<file path="src/rtl/apb_req_bridge_pkg.sv">
// Shared types for the request-to-APB bridge: default APB payload structs,
// the address-map rule layout and the bridge FSM state encoding.
package apb_req_bridge_pkg;

  localparam int unsigned AddrWidth = 32;
  localparam int unsigned DataWidth = 32;
  localparam int unsigned StrbWidth = DataWidth / 8;

  typedef logic [AddrWidth-1:0] addr_t;
  typedef logic [DataWidth-1:0] data_t;
  typedef logic [StrbWidth-1:0] strb_t;
  typedef logic [2:0]           prot_t;

  typedef struct packed {
    addr_t paddr;
    prot_t pprot;
    logic  psel;
    logic  penable;
    logic  pwrite;
    data_t pwdata;
    strb_t pstrb;
  } apb_req_t;

  typedef struct packed {
    logic  pready;
    data_t prdata;
    logic  pslverr;
  } apb_resp_t;

  typedef struct packed {
    logic [31:0] idx;
    addr_t       start_addr;
    addr_t       end_addr;
  } apb_rule_t;

  typedef enum logic [1:0] {
    ST_IDLE,
    ST_SETUP,
    ST_ACCESS,
    ST_RESP
  } state_e;

endpackage

</file>
<file path="src/rtl/apb_req_bridge_addr_decode.sv">
// Address decoder: first matching rule (start <= addr < end) wins; a match
// whose index is out of range for the port count is reported as a miss.
module apb_req_bridge_addr_decode #(
  parameter int unsigned NoIndices = 32'd2,
  parameter int unsigned NoRules   = 32'd2,
  parameter type         addr_t    = logic [31:0],
  parameter type         rule_t    = apb_req_bridge_pkg::apb_rule_t,
  localparam int unsigned IdxWidth = (NoIndices > 1) ? $clog2(NoIndices) : 1
) (
  input  addr_t               addr_i,
  input  rule_t               addr_map_i [NoRules],
  output logic [IdxWidth-1:0] idx_o,
  output logic                dec_valid_o
);

  logic [NoRules-1:0] match;

  for (genvar gi = 0; gi < NoRules; gi++) begin : g_match
    assign match[gi] = (addr_i >= addr_map_i[gi].start_addr) &&
                       (addr_i <  addr_map_i[gi].end_addr);
  end

  // Walk from the last rule down so the lowest-numbered match is the one kept.
  always_comb begin
    idx_o       = '0;
    dec_valid_o = 1'b0;
    for (int i = int'(NoRules) - 1; i >= 0; i--) begin
      if (match[i]) begin
        if (addr_map_i[i].idx < NoIndices) begin
          idx_o       = IdxWidth'(addr_map_i[i].idx);
          dec_valid_o = 1'b1;
        end else begin
          idx_o       = '0;
          dec_valid_o = 1'b0;
        end
      end
    end
  end

endmodule

</file>
<file path="src/rtl/apb_req_bridge.sv">
// Valid/ready request port to a single APB master port feeding a demux:
// decodes the address to a port select, runs SETUP/ACCESS and returns a response.
module apb_req_bridge
  import apb_req_bridge_pkg::*;
#(
  parameter int unsigned NoMstPorts    = 32'd2,
  parameter int unsigned NoRules       = 32'd2,
  parameter int unsigned TimeoutCycles = 32'd255,
  parameter type         req_t         = apb_req_t,
  parameter type         resp_t        = apb_resp_t,
  parameter type         rule_t        = apb_rule_t,
  localparam int unsigned SelectWidth  = (NoMstPorts > 1) ? $clog2(NoMstPorts) : 1
) (
  input  logic                   clk_i,
  input  logic                   rst_ni,
  input  logic                   req_valid_i,
  output logic                   req_ready_o,
  input  addr_t                  req_addr_i,
  input  logic                   req_write_i,
  input  data_t                  req_wdata_i,
  input  strb_t                  req_strb_i,
  input  prot_t                  req_prot_i,
  output logic                   rsp_valid_o,
  input  logic                   rsp_ready_i,
  output data_t                  rsp_rdata_o,
  output logic                   rsp_err_o,
  input  rule_t                  addr_map_i [NoRules],
  output req_t                   apb_req_o,
  input  resp_t                  apb_resp_i,
  output logic [SelectWidth-1:0] select_o
);

  typedef logic [SelectWidth-1:0] select_t;

  state_e      state_q, state_d;
  req_t        apb_q, apb_d;
  select_t     sel_q, sel_d;
  data_t       rdata_q, rdata_d;
  logic        err_q, err_d;
  logic        rsp_valid_q, rsp_valid_d;
  logic [31:0] cnt_q, cnt_d;

  select_t dec_idx;
  logic    dec_valid;

  apb_req_bridge_addr_decode #(
    .NoIndices (NoMstPorts),
    .NoRules   (NoRules),
    .addr_t    (addr_t),
    .rule_t    (rule_t)
  ) i_addr_decode (
    .addr_i      (req_addr_i),
    .addr_map_i  (addr_map_i),
    .idx_o       (dec_idx),
    .dec_valid_o (dec_valid)
  );

  always_comb begin
    state_d     = state_q;
    apb_d       = apb_q;
    sel_d       = sel_q;
    rdata_d     = rdata_q;
    err_d       = err_q;
    rsp_valid_d = rsp_valid_q;
    cnt_d       = cnt_q;
    unique case (state_q)
      ST_IDLE: begin
        if (req_valid_i) begin
          if (dec_valid) begin
            apb_d.paddr   = req_addr_i;
            apb_d.pwrite  = req_write_i;
            apb_d.pwdata  = req_wdata_i;
            apb_d.pstrb   = req_strb_i;
            apb_d.pprot   = req_prot_i;
            apb_d.psel    = 1'b1;
            apb_d.penable = 1'b0;
            sel_d         = dec_idx;
            state_d       = ST_SETUP;
          end else begin
            // Decode miss answers straight away without touching the APB side.
            rdata_d     = '0;
            err_d       = 1'b1;
            rsp_valid_d = 1'b1;
            state_d     = ST_RESP;
          end
        end
      end
      ST_SETUP: begin
        apb_d.penable = 1'b1;
        cnt_d         = '0;
        state_d       = ST_ACCESS;
      end
      ST_ACCESS: begin
        if (apb_resp_i.pready) begin
          rdata_d       = apb_q.pwrite ? '0 : apb_resp_i.prdata;
          err_d         = apb_resp_i.pslverr;
          rsp_valid_d   = 1'b1;
          apb_d.psel    = 1'b0;
          apb_d.penable = 1'b0;
          state_d       = ST_RESP;
        end else if ((TimeoutCycles != 0) && (cnt_q == TimeoutCycles - 32'd1)) begin
          rdata_d       = '0;
          err_d         = 1'b1;
          rsp_valid_d   = 1'b1;
          apb_d.psel    = 1'b0;
          apb_d.penable = 1'b0;
          state_d       = ST_RESP;
        end else begin
          cnt_d = cnt_q + 32'd1;
        end
      end
      ST_RESP: begin
        if (rsp_ready_i) begin
          rsp_valid_d = 1'b0;
          state_d     = ST_IDLE;
        end
      end
      default: state_d = ST_IDLE;
    endcase
  end

  always_ff @(posedge clk_i or negedge rst_ni) begin
    if (!rst_ni) begin
      state_q     <= ST_IDLE;
      apb_q       <= '0;
      sel_q       <= '0;
      rdata_q     <= '0;
      err_q       <= 1'b0;
      rsp_valid_q <= 1'b0;
      cnt_q       <= '0;
    end else begin
      state_q     <= state_d;
      apb_q       <= apb_d;
      sel_q       <= sel_d;
      rdata_q     <= rdata_d;
      err_q       <= err_d;
      rsp_valid_q <= rsp_valid_d;
      cnt_q       <= cnt_d;
    end
  end

  assign req_ready_o = (state_q == ST_IDLE);
  assign rsp_valid_o = rsp_valid_q;
  assign rsp_rdata_o = rdata_q;
  assign rsp_err_o   = err_q;
  assign apb_req_o   = apb_q;
  assign select_o    = sel_q;

endmodule

</file>
<file path="config.mk">
export PLATFORM = sky130hd
export DESIGN_NAME = apb_req_bridge
export DESIGN_NICKNAME = d
export VERILOG_FILES = /design/src/rtl/apb_req_bridge_pkg.sv /design/src/rtl/apb_req_bridge_addr_decode.sv /design/src/rtl/apb_req_bridge.sv
export SDC_FILE = /design/constraint.sdc
export NUM_CORES = 1
export LEC_CHECK = 0
export BUFFER_PORTS_ARGS = -buffer_cell sky130_fd_sc_hd__buf_4
export CAP_MARGIN = 15
export CORE_AREA = 4 4 157 159
export DETAILED_ROUTE_END_ITERATION = 12
export DIE_AREA = 0 0 161 163
export HOLD_SLACK_MARGIN = 0.15
export PLACE_DENSITY_LB_ADDON = 0.2
export REMOVE_ABC_BUFFERS = 1
export SETUP_SLACK_MARGIN = 0.15
export SYNTH_ARGS = -nofsm -noshare
export SYNTH_HDL_FRONTEND = slang
export SYNTH_HIERARCHICAL = 1
export SYNTH_SLANG_ARGS = --single-unit
</file>
<file path="constraint.sdc">
create_clock -name clk_i -period 2.5 [get_ports clk_i]
set_input_delay 0.375 -clock clk_i [delete_from_list [all_inputs] [get_ports clk_i]]
set_output_delay 0.375 -clock clk_i [all_outputs]
set_load 0.01 [all_outputs]
</file>
==> metrics.md <==
| Metric | Value |
|---|---|
| Core Rows | 56 |
| # setup viols final | 109 |
| GRT Total Usage | about a quarter |
| Worst hold stages | 2 |
| Hold crit path type | input pin to flip-flop |
| Peak supply drop | just over 0.0004 V |
| Asr flop ratio synth | 100% |
| GRT Residual Overflow | 0 |
| RSZ-0062 raised after global routing | true |
| Total vias in the final route | 9009 |
| Initial antenna violation count | 0 |
| Worst R2R End | rsp_rdata_o[3] |
| Hold_ws | roughly 0.17 ns |
| Die width | 161 um |
| Clock Tree Buf Depth | 2 |
| Share of layout cells above drive strength 1 | slightly below 50% |
| Sequential share of the synthesized area | 38.8% |
| Worst R2R Path Depth | 9 |
| Fillers | 1941 |
| Status | finished, violations left |
| Slew @ Worst Pin | just over 0.5 ns |
| Post-synth EDFFs | 0 |
| ANT cells | 0 |
| Buffers added on ports | 411 |
| Pin count of the biggest net entering global routing | 79 |
| Crit path arrival time | 3.26 ns |
| Final Hold Viols | 0 |
| Fin crit share | 118% |
| Half-perimeter wire length after placement | about 25000 um |
| Worst hold path endpoint | rsp_rdata_o[5] |
| Vias per cell | 5.13 |
| Min Tclk post-route | 2.95 ns |
| Die height | roughly 160 um |
| DRT Pass-1 Iters | 4 |
| Failing checks | negative setup slack |
| CTS tree | yes |
| Avg Inst Size Synth | about 10 um^2 |
| Crit path required time | 2.81 ns |
| Tot Pwr | ~0.0082 W |
| Post-synth cell types | 52 |
| Reg-to-reg critical path startpoint | cnt_q[0] |
| Final GP Congestion | 0.880 |
| Worst Hold Launch | apb_resp_i[6] |
| Global-route wire length before repair | approximately 50000 um |
| Post-layout util | 64.2% |
| # Max-Cap Violations | 0 |
| Crit-path max FO | 8 |
| Setup WS post-layout | -0.448 ns |
| Num CTS Buffers | 17 |
| Antenna-violating nets left | 0 |
| H-tree Lvls | 4 |
| Static leakage | 7.92 nW |
| Final clock skew | between 0.015 and 0.02 ns |
| DRT iter0 DRCs | 295 |
| Slew Limit Fails | 0 |
| DRC Markers | 0 |
| I/O pin cnt | 412 |
| Mapped Area | 0.00922 mm^2 |
| Setup crit end kind | flip-flop |
| Slew HR | 66.3% |
| Pwr dens | 552 mW/mm^2 |
| F_max | approximately 340 MHz |
| Startpoint Class | input pin |
| Num Clock Sinks | 143 |
| Crit Path Class | input pin to flip-flop |
| R2r setup slk | between 0.1 and 0.15 ns |
| Clock slew at reported path FFs | approximately 0.070 ns |
| Routed WL | 33100 um |
| Initial core utilization | 39.7% |
| Clk_lat worst skew | 0.42 ns |
| Root buf cell | clkbuf_16 |
| Ys flop type | dfrtp_1 |
| Post-synthesis register bit count | 143 |
| DR WL/cell | about 19 um |
| Yosys warnings | 6 |
| Core Area | 0.0233 mm^2 |
| Post-Synthesis Cells | 920 |
| Number of global-route vias before repair | 9373 |
| Layout area overhead | 62.0% |
| Fin nets | 1861 |
| Die area | approximately 0.026 mm^2 |
## cell usage in the layout, fill, tap and decap left out, types with 9 or more instances in the layout
cell / instances
nor4_1: 20
o21ai_0: 28
a22o_1: 33
nor2_1: 27
or3_1: 9
nand2_1: 52
nand4_1: 26
a21oi_1: 51
dfrtp_1: 143
buf_12: 11
inv_1: 119
buf_4: 464
buf_6: 25
mux2_2: 73
ha_1: 104
clkbuf_16: 21
a21o_1: 10
inv_4: 9
ha_4: 27
nand3_1: 19
## metrics by stage
step                setup TNS [ns]  area [um^2]  std cells  worst slack [ns]
floorplan                  -227.37         9120        896             -2.27
global placement           -120.49        13300       1705             -1.15
detailed placement         -128.93        13300       1705             -1.27
CTS                         -33.47        14600       1745            -0.367
global route                -56.39        14900       1757            -0.593
finish                      -42.71        14900       1757            -0.448
## state kept, by name, summed over array words and instances, names as in the netlist
signal,count
rsp_err_o,1
select_o,1
cnt_q,32
state_q,2
rsp_rdata_o,32
rsp_valid_o,1
apb_req_o,74
## kinds of logic (layout without fill, tap and decap cells)
kind of cell | Yosys count | count (layout) | share of synthesized area, %
simple gates | 217 | 217 | 13.1
compound gates | 184 | 184 | 13.5
buf+inv | 159 | 677 | 6.59
flops | 143 | 143 | 38.8
fa+ha+maj | 133 | 133 | 18.0
mux | 76 | 76 | 9.25
xor+xnor | 8 | 8 | 0.760
## worst max-delay path by stage
| stage | startpoint | endpoint | slack, ns | cells after the start |
|---|---|---|---|---|
| 3_3_place_gp | req_addr_i[11] | rsp_rdata_o[23] | -1.15 | 16 |
| 4_1_cts | req_addr_i[1] | rsp_rdata_o[17] | -0.37 | 15 |
| 2_1_floorplan | addr_map_i[113] | apb_req_o[0] | -2.27 | 10 |
| 3_5_place_dp | req_addr_i[11] | rsp_rdata_o[26] | -1.27 | 16 |
| 6_report | req_addr_i[17] | rsp_rdata_o[3] | -0.45 | 15 |
| 5_1_grt | req_addr_i[10] | rsp_rdata_o[1] | -0.59 | 18 |
## Yosys cell counts (3+ instances only)
| cell type | count | area [um^2] |
|---|---|---|
| xor2_1 | 8 | 70.1 |
| or4_1 | 7 | 52.6 |
| nor2b_1 | 5 | 31.3 |
| a22o_1 | 33 | 289 |
| buf_2 | 3 | 15.0 |
| a221o_1 | 3 | 30.0 |
| nand3_1 | 21 | 105 |
| o21ai_0 | 39 | 195 |
| mux2_2 | 74 | 833 |
| ha_1 | 133 | 1660 |
| nand2b_1 | 3 | 18.8 |
| dfrtp_1 | 143 | 3580 |
| nand4_1 | 26 | 163 |
| nor4_1 | 22 | 138 |
| and4_1 | 9 | 78.8 |
| or3_1 | 9 | 56.3 |
| a221oi_1 | 4 | 35.0 |
| nand2_1 | 56 | 210 |
| o21a_1 | 3 | 22.5 |
| o211ai_1 | 8 | 60.1 |
| nor2_1 | 30 | 113 |
| a21o_1 | 10 | 75.1 |
| nor3_1 | 10 | 50.1 |
| clkbuf_1 | 20 | 75.1 |
| a21oi_1 | 57 | 285 |
| inv_1 | 135 | 507 |
| nor4_2 | 4 | 50.1 |
| a211oi_1 | 6 | 45.0 |
| o31ai_1 | 9 | 67.6 |
## final cells by class
class	instances	area (um^2)	area share, %
multi-input combinational	618	5630	37.7
timing repair buffer	511	4230	28.3
sequential	143	3580	24.0
inverter	135	529	3.54
clock buffer	18	439	2.94
tap	319	399	2.67
clock inverter	13	131	0.879
## worst max-delay path, stage by stage
cell	delay, ns
buf_8	0.10
ha_4	0.23
a21o_1	0.16
a221o_1	0.33
a221oi_2	0.27
nand2_1	0.11
or3_4	0.38
mux2i_1	0.12
buf_4	0.17
o21ai_2	0.15
buf_4	0.13
o211ai_1	0.11
buf_4	0.22
clkbuf_16	0.17
a22o_1	0.20
## report_power, final
part	total (W)	switching, W	internal, W
clock network	0.00251	0.00110	0.00142
registers	0.00269	0.000153	0.00254
logic	0.00304	0.00141	0.00163
total	0.00825	0.00266	0.00559
## repair_timing
action | 4_1_cts | 5_1_grt
hold endpoints to repair | 65 | 0
gates resized for setup | 114 | 45
setup buffers | 4 | 5
pin swaps | 52 | 33
hold buffers | 1 | 0
gates cloned | 4 | 7
setup endpoints to repair | 110 | 117
## per-layer routing
layer / track usage (%) / wire length [um] / part of all wire (%) / vias up
li1: - / - / - / 4342
met1: 26.9 / 12600 / 38 / 4301
met2: 43.4 / 17200 / 52 / 323
met3: 7.52 / 2440 / 7.4 / 43
met4: 7.29 / 832 / 2.5 / 0
met5: 0 / 0 / 0 / -
Power figures use the tool's default switching activity.
